## src/rtl/adc_phase_cal_pkg.sv

```systemverilog
// Shared types and defaults for the ADC083000 capture-phase calibration controller.
package adc_phase_cal_pkg;

  localparam int DEF_MAX_STEPS      = 255;
  localparam int DEF_CENTER_OFFSET  = 56;
  localparam int DEF_PSDONE_TIMEOUT = 1023;
  localparam int DEF_MAX_ERRORS     = 4;
  localparam int TMR_W              = 10;

  typedef enum logic [3:0] {
    S_IDLE, S_SRST, S_SREQ, S_SWAIT, S_EVAL,
    S_PS_ISSUE, S_PS_WAIT, S_CTR_ISSUE, S_CTR_WAIT,
    S_DONE, S_FAIL
  } state_t;

endpackage

```

## src/rtl/adc_phase_cal_if.sv

```systemverilog
// MMCM dynamic-phase-shift and clock-sampler handshake bundle.
interface adc_phase_cal_if;
  logic       ps_en;
  logic       ps_incdec;
  logic       ps_done;
  logic       smp_reset;
  logic       smp_req;
  logic       smp_valid;
  logic       smp_dout;
  logic       smp_error;
  logic [7:0] ps_shift_count;

  modport master (
    output ps_en, ps_incdec, smp_reset, smp_req, ps_shift_count,
    input  ps_done, smp_valid, smp_dout, smp_error
  );

  modport slave (
    input  ps_en, ps_incdec, smp_reset, smp_req, ps_shift_count,
    output ps_done, smp_valid, smp_dout, smp_error
  );
endinterface

```

## src/rtl/adc_phase_cal_timer.sv

```systemverilog
// Loadable down-counter; expired while the count sits at zero.
module adc_phase_cal_timer
  import adc_phase_cal_pkg::*;
(
  input  logic             clock,
  input  logic             reset_n,
  input  logic             load,
  input  logic [TMR_W-1:0] load_val,
  output logic             expired
);
  logic [TMR_W-1:0] cnt;

  always_ff @(posedge clock or negedge reset_n) begin
    if (!reset_n)         cnt <= '0;
    else if (load)        cnt <= load_val;
    else if (cnt != '0)   cnt <= cnt - 1'b1;
  end

  assign expired = (cnt == '0);
endmodule

```

## src/rtl/adc_phase_cal.sv

```systemverilog
// Phase-sweep calibration: finds the first 1->0 of the sampled ADC clock.
// Define ADC_PHASE_CAL_CENTER_EN to build the post-edge centering shifts.
module adc_phase_cal
  import adc_phase_cal_pkg::*;
#(
  parameter int MAX_STEPS      = DEF_MAX_STEPS,
  parameter int CENTER_OFFSET  = DEF_CENTER_OFFSET,
  parameter int PSDONE_TIMEOUT = DEF_PSDONE_TIMEOUT,
  parameter int MAX_ERRORS     = DEF_MAX_ERRORS
)(
  input  logic       clock,
  input  logic       reset_n,
  input  logic       cal_start,
  adc_phase_cal_if.master bus,
  output logic [7:0] edge_step,
  output logic       cal_busy,
  output logic       cal_done,
  output logic       cal_fail
);
  localparam logic [7:0] MAX_S = 8'(MAX_STEPS);
  localparam logic [7:0] MAX_E = 8'(MAX_ERRORS);
  // Load value chosen so FAIL is entered exactly PSDONE_TIMEOUT cycles after ps_en.
  localparam logic [TMR_W-1:0] TMR_LOAD = TMR_W'(PSDONE_TIMEOUT - 2);

  state_t     state, state_nx;
  logic [7:0] cnt, err_cnt;
  logic       prev_bit, prev_valid, cur_bit;
  logic       tmr_exp, start_ok, edge_hit, err_hit;
`ifdef ADC_PHASE_CAL_CENTER_EN
  localparam logic [7:0] CTR_N = 8'(CENTER_OFFSET);
  logic [7:0] ctr_left;
`endif

  assign start_ok = cal_start & ((state == S_IDLE) | (state == S_DONE) | (state == S_FAIL));
  assign edge_hit = prev_valid & prev_bit & ~cur_bit & (cnt >= 8'd2);
  assign err_hit  = bus.smp_error & ~bus.smp_valid & ((err_cnt + 8'd1) == MAX_E);
  assign bus.ps_incdec      = 1'b1;
  assign bus.ps_shift_count = cnt;

  adc_phase_cal_timer u_tmr (
    .clock    (clock),
    .reset_n  (reset_n),
    .load     (bus.ps_en),
    .load_val (TMR_LOAD),
    .expired  (tmr_exp)
  );

  always_comb begin
    state_nx      = state;
    bus.ps_en     = 1'b0;
    bus.smp_reset = 1'b0;
    bus.smp_req   = 1'b0;
    case (state)
      S_IDLE, S_DONE, S_FAIL: if (cal_start) state_nx = S_SRST;
      S_SRST: begin bus.smp_reset = 1'b1; state_nx = S_SREQ; end
      S_SREQ: begin bus.smp_req = 1'b1; state_nx = S_SWAIT; end
      S_SWAIT: begin
        if (bus.smp_valid) state_nx = S_EVAL;
        else if (err_hit)  state_nx = S_PS_ISSUE;
      end
      S_EVAL: begin
        if (edge_hit) begin
`ifdef ADC_PHASE_CAL_CENTER_EN
          state_nx = (CTR_N == 8'd0) ? S_DONE : S_CTR_ISSUE;
`else
          state_nx = S_DONE;
`endif
        end else state_nx = S_PS_ISSUE;
      end
      S_PS_ISSUE: begin
        if (cnt == MAX_S) state_nx = S_FAIL;
        else begin bus.ps_en = 1'b1; state_nx = S_PS_WAIT; end
      end
      S_PS_WAIT: begin
        if (bus.ps_done)  state_nx = S_SRST;
        else if (tmr_exp) state_nx = S_FAIL;
      end
`ifdef ADC_PHASE_CAL_CENTER_EN
      S_CTR_ISSUE: begin bus.ps_en = 1'b1; state_nx = S_CTR_WAIT; end
      S_CTR_WAIT: begin
        if (bus.ps_done)  state_nx = (ctr_left == 8'd1) ? S_DONE : S_CTR_ISSUE;
        else if (tmr_exp) state_nx = S_FAIL;
      end
`endif
      default: state_nx = S_IDLE;
    endcase
    cal_busy = !((state == S_IDLE) || (state == S_DONE) || (state == S_FAIL));
    cal_done = (state == S_DONE);
    cal_fail = (state == S_FAIL);
  end

  always_ff @(posedge clock or negedge reset_n) begin
    if (!reset_n) begin
      state      <= S_IDLE;
      cnt        <= '0;
      edge_step  <= '0;
      err_cnt    <= '0;
      prev_bit   <= 1'b0;
      prev_valid <= 1'b0;
      cur_bit    <= 1'b0;
`ifdef ADC_PHASE_CAL_CENTER_EN
      ctr_left   <= '0;
`endif
    end else begin
      state <= state_nx;
      if (start_ok) begin
        cnt        <= '0;
        edge_step  <= '0;
        err_cnt    <= '0;
        prev_valid <= 1'b0;
      end
      // valid beats error; a skipped step leaves prev_bit/prev_valid untouched
      if (state == S_SWAIT) begin
        if (bus.smp_valid)      cur_bit <= bus.smp_dout;
        else if (bus.smp_error) err_cnt <= err_hit ? 8'd0 : err_cnt + 8'd1;
      end
      if (state == S_EVAL) begin
        if (edge_hit) begin
          edge_step <= cnt;
`ifdef ADC_PHASE_CAL_CENTER_EN
          ctr_left  <= CTR_N;
`endif
        end else begin
          prev_bit   <= cur_bit;
          prev_valid <= 1'b1;
          err_cnt    <= '0;
        end
      end
      if (bus.ps_done && ((state == S_PS_WAIT) || (state == S_CTR_WAIT)))
        cnt <= cnt + 8'd1;
`ifdef ADC_PHASE_CAL_CENTER_EN
      if (bus.ps_done && (state == S_CTR_WAIT)) ctr_left <= ctr_left - 8'd1;
`endif
    end
  end
endmodule

```

## src/flat_wrapper.sv

```systemverilog
// flat-port wrapper written by rule: the top's interface ports become plain ports
module adc_phase_cal_flat import adc_phase_cal_pkg::*;
#(
  parameter int MAX_STEPS      = DEF_MAX_STEPS,
  parameter int CENTER_OFFSET  = DEF_CENTER_OFFSET,
  parameter int PSDONE_TIMEOUT = DEF_PSDONE_TIMEOUT,
  parameter int MAX_ERRORS     = DEF_MAX_ERRORS
)
  (clock, reset_n, cal_start, edge_step, cal_busy, cal_done, cal_fail, bus_ps_en, bus_ps_incdec, bus_smp_reset, bus_smp_req, bus_ps_shift_count, bus_ps_done, bus_smp_valid, bus_smp_dout, bus_smp_error);
  adc_phase_cal_if bus_i ();
  input  logic clock;
  input  logic reset_n;
  input  logic cal_start;
  output logic [7:0] edge_step;
  output logic cal_busy;
  output logic cal_done;
  output logic cal_fail;
  output wire logic [$bits(bus_i.ps_en)-1:0] bus_ps_en;
  output wire logic [$bits(bus_i.ps_incdec)-1:0] bus_ps_incdec;
  output wire logic [$bits(bus_i.smp_reset)-1:0] bus_smp_reset;
  output wire logic [$bits(bus_i.smp_req)-1:0] bus_smp_req;
  output wire logic [$bits(bus_i.ps_shift_count)-1:0] bus_ps_shift_count;
  input wire logic [$bits(bus_i.ps_done)-1:0] bus_ps_done;
  input wire logic [$bits(bus_i.smp_valid)-1:0] bus_smp_valid;
  input wire logic [$bits(bus_i.smp_dout)-1:0] bus_smp_dout;
  input wire logic [$bits(bus_i.smp_error)-1:0] bus_smp_error;
  assign bus_ps_en = bus_i.ps_en;
  assign bus_ps_incdec = bus_i.ps_incdec;
  assign bus_smp_reset = bus_i.smp_reset;
  assign bus_smp_req = bus_i.smp_req;
  assign bus_ps_shift_count = bus_i.ps_shift_count;
  assign bus_i.ps_done = bus_ps_done;
  assign bus_i.smp_valid = bus_smp_valid;
  assign bus_i.smp_dout = bus_smp_dout;
  assign bus_i.smp_error = bus_smp_error;
  adc_phase_cal #(.MAX_STEPS(MAX_STEPS), .CENTER_OFFSET(CENTER_OFFSET), .PSDONE_TIMEOUT(PSDONE_TIMEOUT), .MAX_ERRORS(MAX_ERRORS)) u_core (.clock(clock), .reset_n(reset_n), .cal_start(cal_start), .bus(bus_i), .edge_step(edge_step), .cal_busy(cal_busy), .cal_done(cal_done), .cal_fail(cal_fail));
endmodule
```

## config.mk

```make
export PLATFORM = sky130hd
export DESIGN_NAME = adc_phase_cal_flat
export DESIGN_NICKNAME = d
export VERILOG_FILES = /design/src/rtl/adc_phase_cal_pkg.sv /design/src/rtl/adc_phase_cal_if.sv /design/src/rtl/adc_phase_cal_timer.sv /design/src/rtl/adc_phase_cal.sv /design/src/flat_wrapper.sv
export SDC_FILE = /design/constraint.sdc
export NUM_CORES = 1
export LEC_CHECK = 0
export ABC_CLOCK_PERIOD_IN_PS = 6350
export BUFFER_PORTS_ARGS = -buffer_cell sky130_fd_sc_hd__buf_2
export CELL_PAD_IN_SITES_DETAIL_PLACEMENT = 2
export CELL_PAD_IN_SITES_GLOBAL_PLACEMENT = 2
export CORE_UTILIZATION = 38
export CTS_CLUSTER_SIZE = 20
export DETAILED_ROUTE_END_ITERATION = 12
export GPL_TIMING_DRIVEN = 0
export PLACE_DENSITY = 0.88
export SETUP_SLACK_MARGIN = 0.1
export SLEW_MARGIN = 15
export SYNTH_ARGS = -nofsm -noshare
export SYNTH_HDL_FRONTEND = slang
export SYNTH_SLANG_ARGS = --single-unit
```

## constraint.sdc

```tcl
create_clock -name clock -period 6.35 [get_ports clock]
set_input_delay 1.27 -clock clock [delete_from_list [all_inputs] [get_ports clock]]
set_output_delay 1.27 -clock clock [all_outputs]
set_load 0.01 [all_outputs]
```

==> results.ini, run 1 <==
[run_status]
outcome = complete, no violations

[synth]
synth_async_sr_flop_share_pct = 100
synth_edf_count = 0
syn_avg_cell_area_um2 = 8.95
synth_top_area_share_pct = 44.9
netlist_instances = 255
ys_warn_count = 0
ys.flop_type = dfrtp_1
synth_area_um2 = 2280
ys_seq_area_share_pct = 44.9
syn-num-nets = 266
yosys.area.top_type = dfrtp_1
synth_area_leaders = dfrtp_1 (45%), nand2_1 (8.4%), o21ai_0 (5.0%), nor2_1 (2.5%), ha_1 (2.2%)
synth_seq_cells = 41
yosysUniqueCellTypes = 56

[setup_path]
start_kind = flip-flop
critical_path_class = flip-flop to output pin
r2r_end = u_core.edge_step[4]
critPathCapture = bus_ps_en
r2r_cells = 7
cp_max_fo = 9
crit_path_max_incr_delay_ns = 0.53
startpoint = u_core.bus.ps_shift_count[1]
slowest_stage = dfrtp_1
path_cells = ha_1 > nand3_1 > nor2_1 > and3_1 > or2_2 > clkbuf_1 > inv_1 > buf_2
worstSetupEndpointType = output pin
worst_ep_arrival_time_ns = 2.44
rrSetupSlack_ns = 3.71
cp_data_required_time_ns = 5.08
r2r-start = u_core.bus.ps_shift_count[1]

[placement]
hpwl_um = 4780
port_buffers = 28
gp_congestion = 0.719

[grt]
grt_start_max_net_pins = 42
grt_pass1_vias = 2304
antenna_found_initial = 0
met2_usage_pct = 41.7
overflow = 0
grt_use_met1_pct = 30.7
grt_first_pass_wirelength_um = 11600
busiest_layer = met2
grtUsageMet3_pct = 3.77
track_usage_pct = 23.9

[drt]
drtIter0Drc = 61
antenna_left = 0
firstDrtPassIters = 4
vias = 2061
wl_um = 6820
drcViolationCount = 0
wl_per_cell_um = 18.8
via_per_inst = 5.69

[power]
swShare_pct = 40.0
intPower_mw = 0.591
pwr-share-seq_pct = 40.6
pwr-share-clk_pct = 21.5
power_switching_mw = 0.394
p_comb_share_pct = 37.9
p_leak_nw = 1.15
ir_drop_mv = 0.183
power_density_nw_per_um2 = 376

[floorplan]
start_util_pct = 40.5
die_h_um = 79.5
io_pins = 30
die_area_um2 = 6320
core_um2 = 5640
rows = 27
die_w_um = 79.5

[cts]
cts_max_path_buffers = 2
post-cts-setup-buffer-count = 0
cts_resized = 0
cts_sinks = 41
htreeDepth = 2
insertion_delay_ns = 0.30
cts_inserted_buffers = 5
cts_tree = yes
clock-root-buffer = clkbuf_8
clk_pin_slew_ns = 0.08
holdBufCountCts = 0

[sta]
setup_violations = 0
rsz0062_at_grt = no
hold_viol_final = 0
skew_ns = 0.00514
whs_ns = 0.489
fmax_ghz = 0.270
final_max_slew_viol_count = 0
post-route-min-period_ns = 3.71
setup-tns-final_ns = 0
tightest_slew_ns = 1.07
fin_crit_sh_pct = 58.4
slew_headroom_pct = 28.1

[finish]
nNetsFinal = 301
diodes = 0
fill_cells = 651
syn2layout_area_growth_pct = 14.6
drive_gt1_share_pct = 17.2

[worst_hold_path]
hold_start = u_core.prev_valid
hp-class = flip-flop to flip-flop

[flow_run]
maxCapViolCount = 0

==> synth_stat cells (all sizes together), types with 2 or more instances <==
| library cell | count |
|---|---|
| o211ai | 2 |
| buf | 3 |
| xor2 | 3 |
| nor3b | 4 |
| a31o | 4 |
| and3b | 3 |
| mux2i | 2 |
| nor4b | 3 |
| nand2 | 51 |
| a211oi | 3 |
| inv | 5 |
| a2bb2oi | 2 |
| nor4 | 4 |
| nor2 | 16 |
| or4 | 3 |
| xnor2 | 4 |
| o31ai | 2 |
| and2 | 5 |
| nand3 | 10 |
| o21ai | 24 |
| or2 | 2 |
| ha | 4 |
| o22ai | 2 |
| nand2b | 3 |
| nor3 | 7 |
| clkbuf | 8 |
| nand4 | 2 |
| a21oi | 5 |
| or3 | 2 |
| dfrtp | 41 |
| nor2b | 6 |
| nand3b | 4 |
==> cell families after synthesis <==
logic type,Yosys count,share of synthesized area (%)
flip-flops,41,44.9
multiplexers,3,1.37
buffers and inverters,16,3.18
AND/OR/NAND/NOR,128,28.8
other,1,0.164
AO/OA/AOI/OAI,55,16.7
adder cells (fa/ha/maj),4,2.19
XOR/XNOR,7,2.68
==> registers in the layout, indices dropped and copies added, names as in the netlist <==
signal / count
u_core.prev_bit: 1
u_core.u_tmr.cnt: 10
u_core.state: 4
u_core.cur_bit: 1
u_core.prev_valid: 1
u_core.err_cnt: 8
u_core.edge_step: 8
u_core.bus.ps_shift_count: 8
==> power by group through the flow <==
stage	clock, mW	sequential, mW	combinational (mW)
global placement	0	0.396	0.349
floorplan	0	0.385	0.260
detailed placement	0	0.403	0.371
CTS	0.217	0.399	0.380
global route	0.224	0.408	0.416
finish	0.212	0.400	0.373
==> worst min path at each step <==
stage                              endpoint  slack (ns)  depth (start not counted)
final                     u_core.prev_valid        0.49                          2
after global routing      u_core.prev_valid        0.51                          2
after CTS                 u_core.prev_valid        0.49                          2
after detailed placement  u_core.prev_valid        0.47                          2
after global placement    u_core.prev_valid        0.46                          2
after floorplan             u_core.prev_bit        0.45                          2
==> area by class of cell <==
cell class | instances | area [um^2] | share of cell area [%]
inverter | 5 | 18.8 | 0.717
timing repair buffer | 28 | 140 | 5.35
multi-input combinational | 198 | 1180 | 45.3
sequential | 41 | 1030 | 39.2
clock buffer | 5 | 68.8 | 2.63
clock inverter | 2 | 35.0 | 1.34
buffer | 11 | 53.8 | 2.06
tap | 72 | 90.1 | 3.44
==> metrics by stage <==
stage	worst slack, ns	cell area, um^2	util [%]	total power [mW]	instances
CTS	2.65	2620	46.4	0.996	362
finish	2.64	2620	46.4	0.985	362
global route	2.47	2620	46.4	1.05	362
floorplan	3.42	2280	-	0.645	255
detailed placement	2.99	2510	44.6	0.774	355
global placement	3.05	2510	44.6	0.745	355
==> critical path: cells and delay by family, from the launching register on <==
family | cells | cell delay [ns]
buf+inv | 3 | 0.63
flops | 1 | 0.53
simple gates | 4 | 0.74
fa+ha+maj | 1 | 0.24
==> layout by cell type (no fill, tap or decap), types with 3 or more instances in the layout <==
cell and n:
inv_1 5, ha_1 4, nand2_1 51, nand3b_1 4, buf_2 29, nor2b_1 6, nand3_1 10, xor2_1 3
and3b_1 3, nor2_1 15, dfrtp_1 41, nor3_1 7, nand2b_1 3, nor4_1 4, nor3b_1 4, xnor2_1 4
clkbuf_8 5, and2_1 4, clkbuf_1 8, a31o_2 4, or4_1 3, a21oi_1 5, o21ai_0 23
==> metal layers <==
metal / vias to the layer above / part of all wire (%)
li1: 974 / -
met1: 1048 / 47
met2: 32 / 49
met3: 7 / 2.4
met4: 0 / 1.2
met5: - / 0
No activity file was read; power rests on OpenSTA's default activity.
==> inputs of run 2 (changes only) <==
Settings changed: ABC_AREA from default to 1, ABC_CLOCK_PERIOD_IN_PS 6350 to 3700, CORE_UTILIZATION 38 to 34, PLACE_DENSITY 0.88 to 0.84.
Clock period 6.35 ns to 3.7 ns, I/O delays scaled along.
==> run 2 against run 1 <==
- non-clock buffer count down 6
- hold slack improved by 0.024 ns
- power is 73% higher
- final cell count increased by 15%
- utilization fell by 4.8 points
- clock-buffer cell count grew 1
- global-route usage fell by 3.6 points
- via count rose by 4.4%
- sequential share of layout area decreased by 1.4 points
- die area grew 15%
- critical endpoint unchanged
- highest routed layer unchanged
==> results.ini, run 2 <==
[cts]
insertion_delay_ns = 0.30  ; about the same
cts_tree = yes
cts_resized = 0  ; unchanged
clock-root-buffer = clkbuf_8
post-cts-setup-buffer-count = 0  ; unchanged
cts_sinks = 41  ; unchanged
cts_max_path_buffers = 2  ; unchanged
htreeDepth = 2  ; unchanged
holdBufCountCts = 0  ; unchanged
cts_inserted_buffers = 5  ; unchanged
clk_pin_slew_ns = 0.09  ; about the same

[floorplan]
die_h_um = 85.3  ; +7.2%
start_util_pct = 36.1  ; -4.4 points
io_pins = 30  ; unchanged
rows = 29  ; +7.4%
die_w_um = 85.3  ; +7.2%
core_um2 = 6530  ; +16%
die_area_um2 = 7270  ; +15%

[sta]
fmax_ghz = 0.376
final_max_slew_viol_count = 0  ; unchanged
setup_slack_ns = 1.04  ; -1.60 ns
tightest_slew_ns = 0.970  ; -0.0997 ns
slew_headroom_pct = 35.4  ; +7.3 points
setup_violations = 0  ; unchanged
setup-tns-final_ns = 0  ; unchanged
hold_viol_final = 0  ; unchanged
post-route-min-period_ns = 2.66
skew_ns = 0.00836  ; +0.00322 ns
rsz0062_at_grt = no
fin_crit_sh_pct = 71.9

[synth]
synth_edf_count = 0  ; unchanged
yosys.area.top_type = dfrtp_1
synth_top_area_share_pct = 43.5  ; -1.4 points
synth_common_cells = nand2_1 (67), dfrtp_1 (41), inv_1 (36)
ys_warn_count = 0  ; unchanged
synth_seq_cells = 41  ; unchanged
syn_avg_cell_area_um2 = 7.81  ; -13%
synth_area_leaders = dfrtp_1 (44%), nand2_1 (11%), nand3_1 (6.8%), inv_1 (5.7%), nor2_1 (5.3%)
ys.flop_type = dfrtp_1
ys_seq_area_share_pct = 43.5  ; -1.4 points
yosysUniqueCellTypes = 35  ; -38%
synth_async_sr_flop_share_pct = 100  ; unchanged
netlist_instances = 302  ; +18%
synth_area_um2 = 2360  ; +3.2%
syn-num-nets = 313  ; +18%
yosysMostFrequentCell = nand2_1

[drt]
vias = 2151  ; +4.4%
wl_per_cell_um = 16.2  ; -14%
via_per_inst = 5.18  ; -9.0%
drcViolationCount = 0  ; unchanged
antenna_left = 0  ; unchanged
drtIter0Drc = 82  ; +34%
wl_um = 6740  ; -1.1%
firstDrtPassIters = 4  ; unchanged

[finish]
syn2layout_area_growth_pct = 15.1
diodes = 0  ; unchanged
nNetsFinal = 348  ; +16%
fill_cells = 774  ; +19%
final_cell_mix = nand2_1 (67), dfrtp_1 (41), inv_1 (36)
max_flop_register = u_core.u_tmr.cnt
final_common_cell = nand2_1
largest_reg_flops = 10  ; unchanged
drive_gt1_share_pct = 20.1  ; +2.9 points

[placement]
hpwl_um = 4980  ; +4.1%
place_ws_ns = 1.42  ; -1.57 ns
gp_congestion = 0.761  ; +5.9%
port_buffers = 28  ; unchanged

[grt]
overflow = 0  ; unchanged
antenna_found_initial = 0  ; unchanged
grt_pass1_vias = 2325  ; +0.91%
grt_first_pass_wirelength_um = 11400  ; -1.5%
grt_start_max_net_pins = 42  ; unchanged
track_usage_pct = 20.2  ; -3.6 points

[setup_path]
r2r-start = u_core.bus.ps_shift_count[1]
critical_path_class = flip-flop to output pin
r2r_end = u_core.state[2]
worstSetupEndpointType = output pin
rrSetupSlack_ns = 1.88  ; -1.83 ns
worst_ep_arrival_time_ns = 1.92  ; -0.52 ns
start_kind = flip-flop
r2r_cells = 10  ; +3
cp_data_required_time_ns = 2.96  ; -2.12 ns
cp_max_fo = 7  ; -2

[worst_hold_path]
hp-class = flip-flop to flip-flop
hold_start = u_core.prev_valid
holdPathEnd = u_core.prev_valid
whs_path_depth = 2  ; unchanged

[run_status]
outcome = complete, no violations

[power]
power_density_nw_per_um2 = 629  ; +67%
ir_drop_mv = 0.262  ; +43%
power_mw = 1.71  ; +73%
p_leak_nw = 1.32  ; +15%

[flow_run]
maxCapViolCount = 0  ; unchanged

==> run 2: changes by cell type after synthesis, moves of 6 or more <==
| cell | delta |
|---|---|
| inv_1 | +31 |
| o21ai_0 | -16 |
| nand2_1 | +16 |
| clkbuf_1 | -8 |
| nor2_1 | +18 |
| a21oi_1 | +10 |
| o21ai_1 | +9 |
| nand3_1 | +22 |
| nor2b_1 | -6 |
| nand2_2 | +7 |
==> run 2: cell type report <==
cell class                      count  area, um^2  share of cell area [%]
Buffer                              5        36.3                    1.34
Clock buffer                        6        82.6                    3.04
Clock inverter                      2        37.5                    1.38
Inverter                           39         146                    5.39
Multi-Input combinational cell    217        1150                    42.3
Sequential cell                    41        1030                    37.8
Tap cell                           77        96.3                    3.55
Timing Repair Buffer               28         140                    5.16
==> run 2: worst max-delay path by stage <==
stage / slack [ns] / startpoint / endpoint
after global routing: 0.92 / u_core.state[1] / bus_ps_en
final: 1.04 / u_core.state[1] / bus_ps_en
after floorplan: 1.74 / u_core.bus.ps_shift_count[1] / bus_ps_en
after CTS: 1.03 / u_core.state[1] / bus_ps_en
after detailed placement: 1.42 / u_core.bus.ps_shift_count[1] / bus_ps_en
after global placement: 1.45 / u_core.state[1] / bus_ps_en
==> run 2: metrics by stage <==
stage	instance area, um^2	util [%]	cells	hold WS, ns
floorplan	2360	-	302	0.442
global placement	2590	39.7	407	0.460
detailed placement	2590	39.7	407	0.502
CTS	2710	41.6	415	0.517
global route	2710	41.6	415	0.547
finish	2710	41.6	415	0.513
==> run 2: layer usage <==
| layer | track usage [%] | share of wire, % |
|---|---|---|
| met1 | 26.7 | 47 |
| met4 | 5.00 | 0.62 |
| met3 | 2.92 | 2.3 |
| met2 | 35.0 | 50 |
| met5 | 0 | 0 |
==> run 2: power by group <==
| group | internal (mW) | switching [mW] |
|---|---|---|
| combinational | 0.229 | 0.429 |
| clock | 0.220 | 0.169 |
| sequential | 0.557 | 0.102 |
| total | 1.01 | 0.701 |
==> run 2: kinds of logic (layout without fill, tap and decap cells) <==
kind of cell               count (synthesis)  in the layout  synth area share (%)
DFF                                       41             41                  43.5
other                                      1              1                 0.159
buffers and inverters                     44             80                  7.75
and+or+nand+nor                          164            164                  34.0
xor gates and xnor gates                   4              4                  1.49
adders and majority gates                  4              4                  2.12
AOI/OAI and AO/OA                         44             44                  11.0
==> run 2: worst max-delay path, stage by stage (launching register included) <==
cell and delay [ns]:
dfrtp_1 0.48, inv_2 0.10, nand2_2 0.07, nor2_1 0.30
inv_1 0.13, a21oi_2 0.34, buf_2 0.21
==> inputs of run 3 (changes only) <==
Settings changed: ABC_CLOCK_PERIOD_IN_PS 3700 to 2440, CORE_UTILIZATION 34 to 30, PLACE_DENSITY 0.84 to 0.79.
Clock period 3.7 ns to 2.44 ns, I/O delays scaled along.
==> run 3 against run 2 <==
- combinational power is 52% higher
- hold slack worse by 0.18 ns
- via count is 1.7% higher
- sequential power is 52% higher
==> results.ini, run 3 (same netlist as run 2, synthesis figures left out) <==
[run_status]
outcome = complete, no violations

[power]
pwr-share-clk_pct = 19.0  ; -3.8 points
pwr-share-seq_pct = 40.4  ; +1.8 points
power_switching_mw = 1.07  ; +53%
p_comb_share_pct = 40.5  ; +1.9 points
swShare_pct = 43.2  ; +2.2 points
intPower_mw = 1.41  ; +40%
ir_drop_mv = 0.238  ; -9.1%
p_leak_nw = 1.32  ; about the same
power_mw = 2.48  ; +45%
power_density_nw_per_um2 = 903  ; +44%

[setup_path]
cp_max_fo = 6  ; -1
worstSetupEndpointType = output pin
crit_path_max_incr_delay_ns = 0.43  ; -0.05 ns
critical_path_class = flip-flop to output pin
cp_data_required_time_ns = 1.95  ; -1.01 ns
path_cells = ha_1 > nand3_1 > nor2_2 > nand2_1 > nor2_4 > a21oi_4 > buf_2
worst_ep_arrival_time_ns = 1.72  ; -0.20 ns
slowest_stage = dfrtp_2
start_kind = flip-flop

[grt]
overflow = 0  ; unchanged
antenna_found_initial = 0  ; unchanged
grt_pass1_vias = 2395  ; +3.0%
grt_first_pass_wirelength_um = 11500  ; +0.73%
track_usage_pct = 17.4  ; -2.8 points
grt_start_max_net_pins = 42  ; unchanged

[finish]
fill_cells = 894  ; +16%
final-seq-area_um2 = 1030  ; +0.12%
multi_input_area_um2 = 1160  ; +1.1%
final_cell_mix = nand2_1 (67), dfrtp_1 (40), inv_1 (36)
syn2layout_area_growth_pct = 16.3
fin_util_pct = 37.0  ; -4.5 points
final_common_cell = nand2_1
nNetsFinal = 350  ; +0.57%
fin_cells = 439  ; +5.8%
drive_gt1_share_pct = 21.5  ; +1.4 points
largest_reg_flops = 10  ; unchanged
diodes = 0  ; unchanged
max_flop_register = u_core.u_tmr.cnt
final_cell_area_um2 = 2740  ; +1.0%

[sta]
slew_headroom_pct = 35.8  ; +0.43 points
setup-tns-final_ns = 0  ; unchanged
setup_slack_ns = 0.232  ; -0.807 ns
post-route-min-period_ns = 2.21
fmax_ghz = 0.453
final_max_slew_viol_count = 0  ; unchanged
fin_crit_sh_pct = 90.5
skew_ns = 0.00897  ; +0.000610 ns
tightest_slew_ns = 0.963  ; -0.00642 ns
rsz0062_at_grt = no
hold_viol_final = 0  ; unchanged
setup_violations = 0  ; unchanged
whs_ns = 0.333  ; -0.180 ns

[cts]
insertion_delay_ns = 0.31  ; about the same
cts_tree = yes
cts_sinks = 41  ; unchanged
htreeDepth = 2  ; unchanged
holdBufCountCts = 0  ; unchanged
clk_pin_slew_ns = 0.09  ; about the same
cts_max_path_buffers = 2  ; unchanged
cts_inserted_buffers = 5  ; unchanged
clock-root-buffer = clkbuf_8

[placement]
place_ws_ns = 0.424  ; -0.996 ns
dp_cells = 429  ; +5.4%
gp_congestion = 0.736  ; -3.3%
port_buffers = 28  ; unchanged
hpwl_um = 4960  ; -0.36%
placed_cell_area_um2 = 2620  ; +1.1%

[drt]
antenna_left = 0  ; unchanged
firstDrtPassIters = 4  ; unchanged
drcViolationCount = 0  ; unchanged
wl_um = 6570  ; -2.6%
wl_per_cell_um = 15.0  ; -7.9%
drtIter0Drc = 70  ; -15%
via_per_inst = 4.98  ; -3.8%
vias = 2188  ; +1.7%

[worst_hold_path]
hp-class = primary input to asynchronous set/reset pin

[flow_run]
maxCapViolCount = 0  ; unchanged

[floorplan]
die_h_um = 90.6  ; +6.3%
rows = 31  ; +6.9%
die_area_um2 = 8220  ; +13%
start_util_pct = 31.8  ; -4.3 points
die_w_um = 90.6  ; +6.3%
core_um2 = 7410  ; +13%
io_pins = 30  ; unchanged

run 3: changes by cell type in the layout (fill, tap and decap cells not counted), moves of 2 or more:
cell      delta
buf_4        +2
nor2_1       -2
clkinv_4     +2
nor2_2       +2
run 3: per-layer routing:
metal,up-vias,wire [um],track usage (%)
li1,1057,-,-
met1,1094,3080,23.1
met2,30,3250,29.0
met3,7,136,2.53
met4,0,93,5.38
met5,-,0,0
run 3: timing repair:
action / 4_1_cts / 5_1_grt
cloned: 0 / 0
pin swaps: 0 / 1
gates resized for setup: 1 / 3
buffers inserted: 0 / 2
setup endpoints to repair: 1 / 1
run 3: area by class of cell:
cell class / count / area share, %
multi-input combinational: 217 / 42.4
clock inverter: 3 / 0.822
clock buffer: 5 / 2.51
buffer: 5 / 1.32
timing repair buffer: 30 / 5.66
inverter: 39 / 5.34
sequential: 41 / 37.5
tap: 99 / 4.52
run 3: worst max-delay path, delay by kind of cell, from the launching register on:
family	cells	cell delay [ns]
buf+inv	1	0.16
fa+ha+maj	1	0.18
simple gates	4	0.55
compound gates	1	0.09
flops	1	0.43
run 3: power groups by stage:
| stage | registers, mW | clock network, mW | logic [mW] |
|---|---|---|---|
| 2_1_floorplan | 0.980 | 0 | 0.726 |
| 3_3_place_gp | 1.00 | 0 | 0.957 |
| 3_5_place_dp | 1.02 | 0 | 1.00 |
| 4_1_cts | 1.00 | 0.480 | 1.01 |
| 5_1_grt | 1.03 | 0.517 | 1.14 |
| 6_report | 1.00 | 0.471 | 1.00 |
run 3: path summary, 6_finish.rpt:
path,from,to,slack (ns),depth (start not counted)
max,u_core.bus.ps_shift_count[1],bus_ps_en,0.23,7
min,reset_n,u_core.state[0],0.33,1
max reg2reg,u_core.u_tmr.cnt[0],u_core.state[1],0.67,11
min reg2reg,u_core.prev_valid,u_core.prev_valid,0.50,2
max in group asynchronous,reset_n,u_core.bus.ps_shift_count[1],1.46,1
min in group clock,bus_smp_dout,u_core.cur_bit,0.46,3
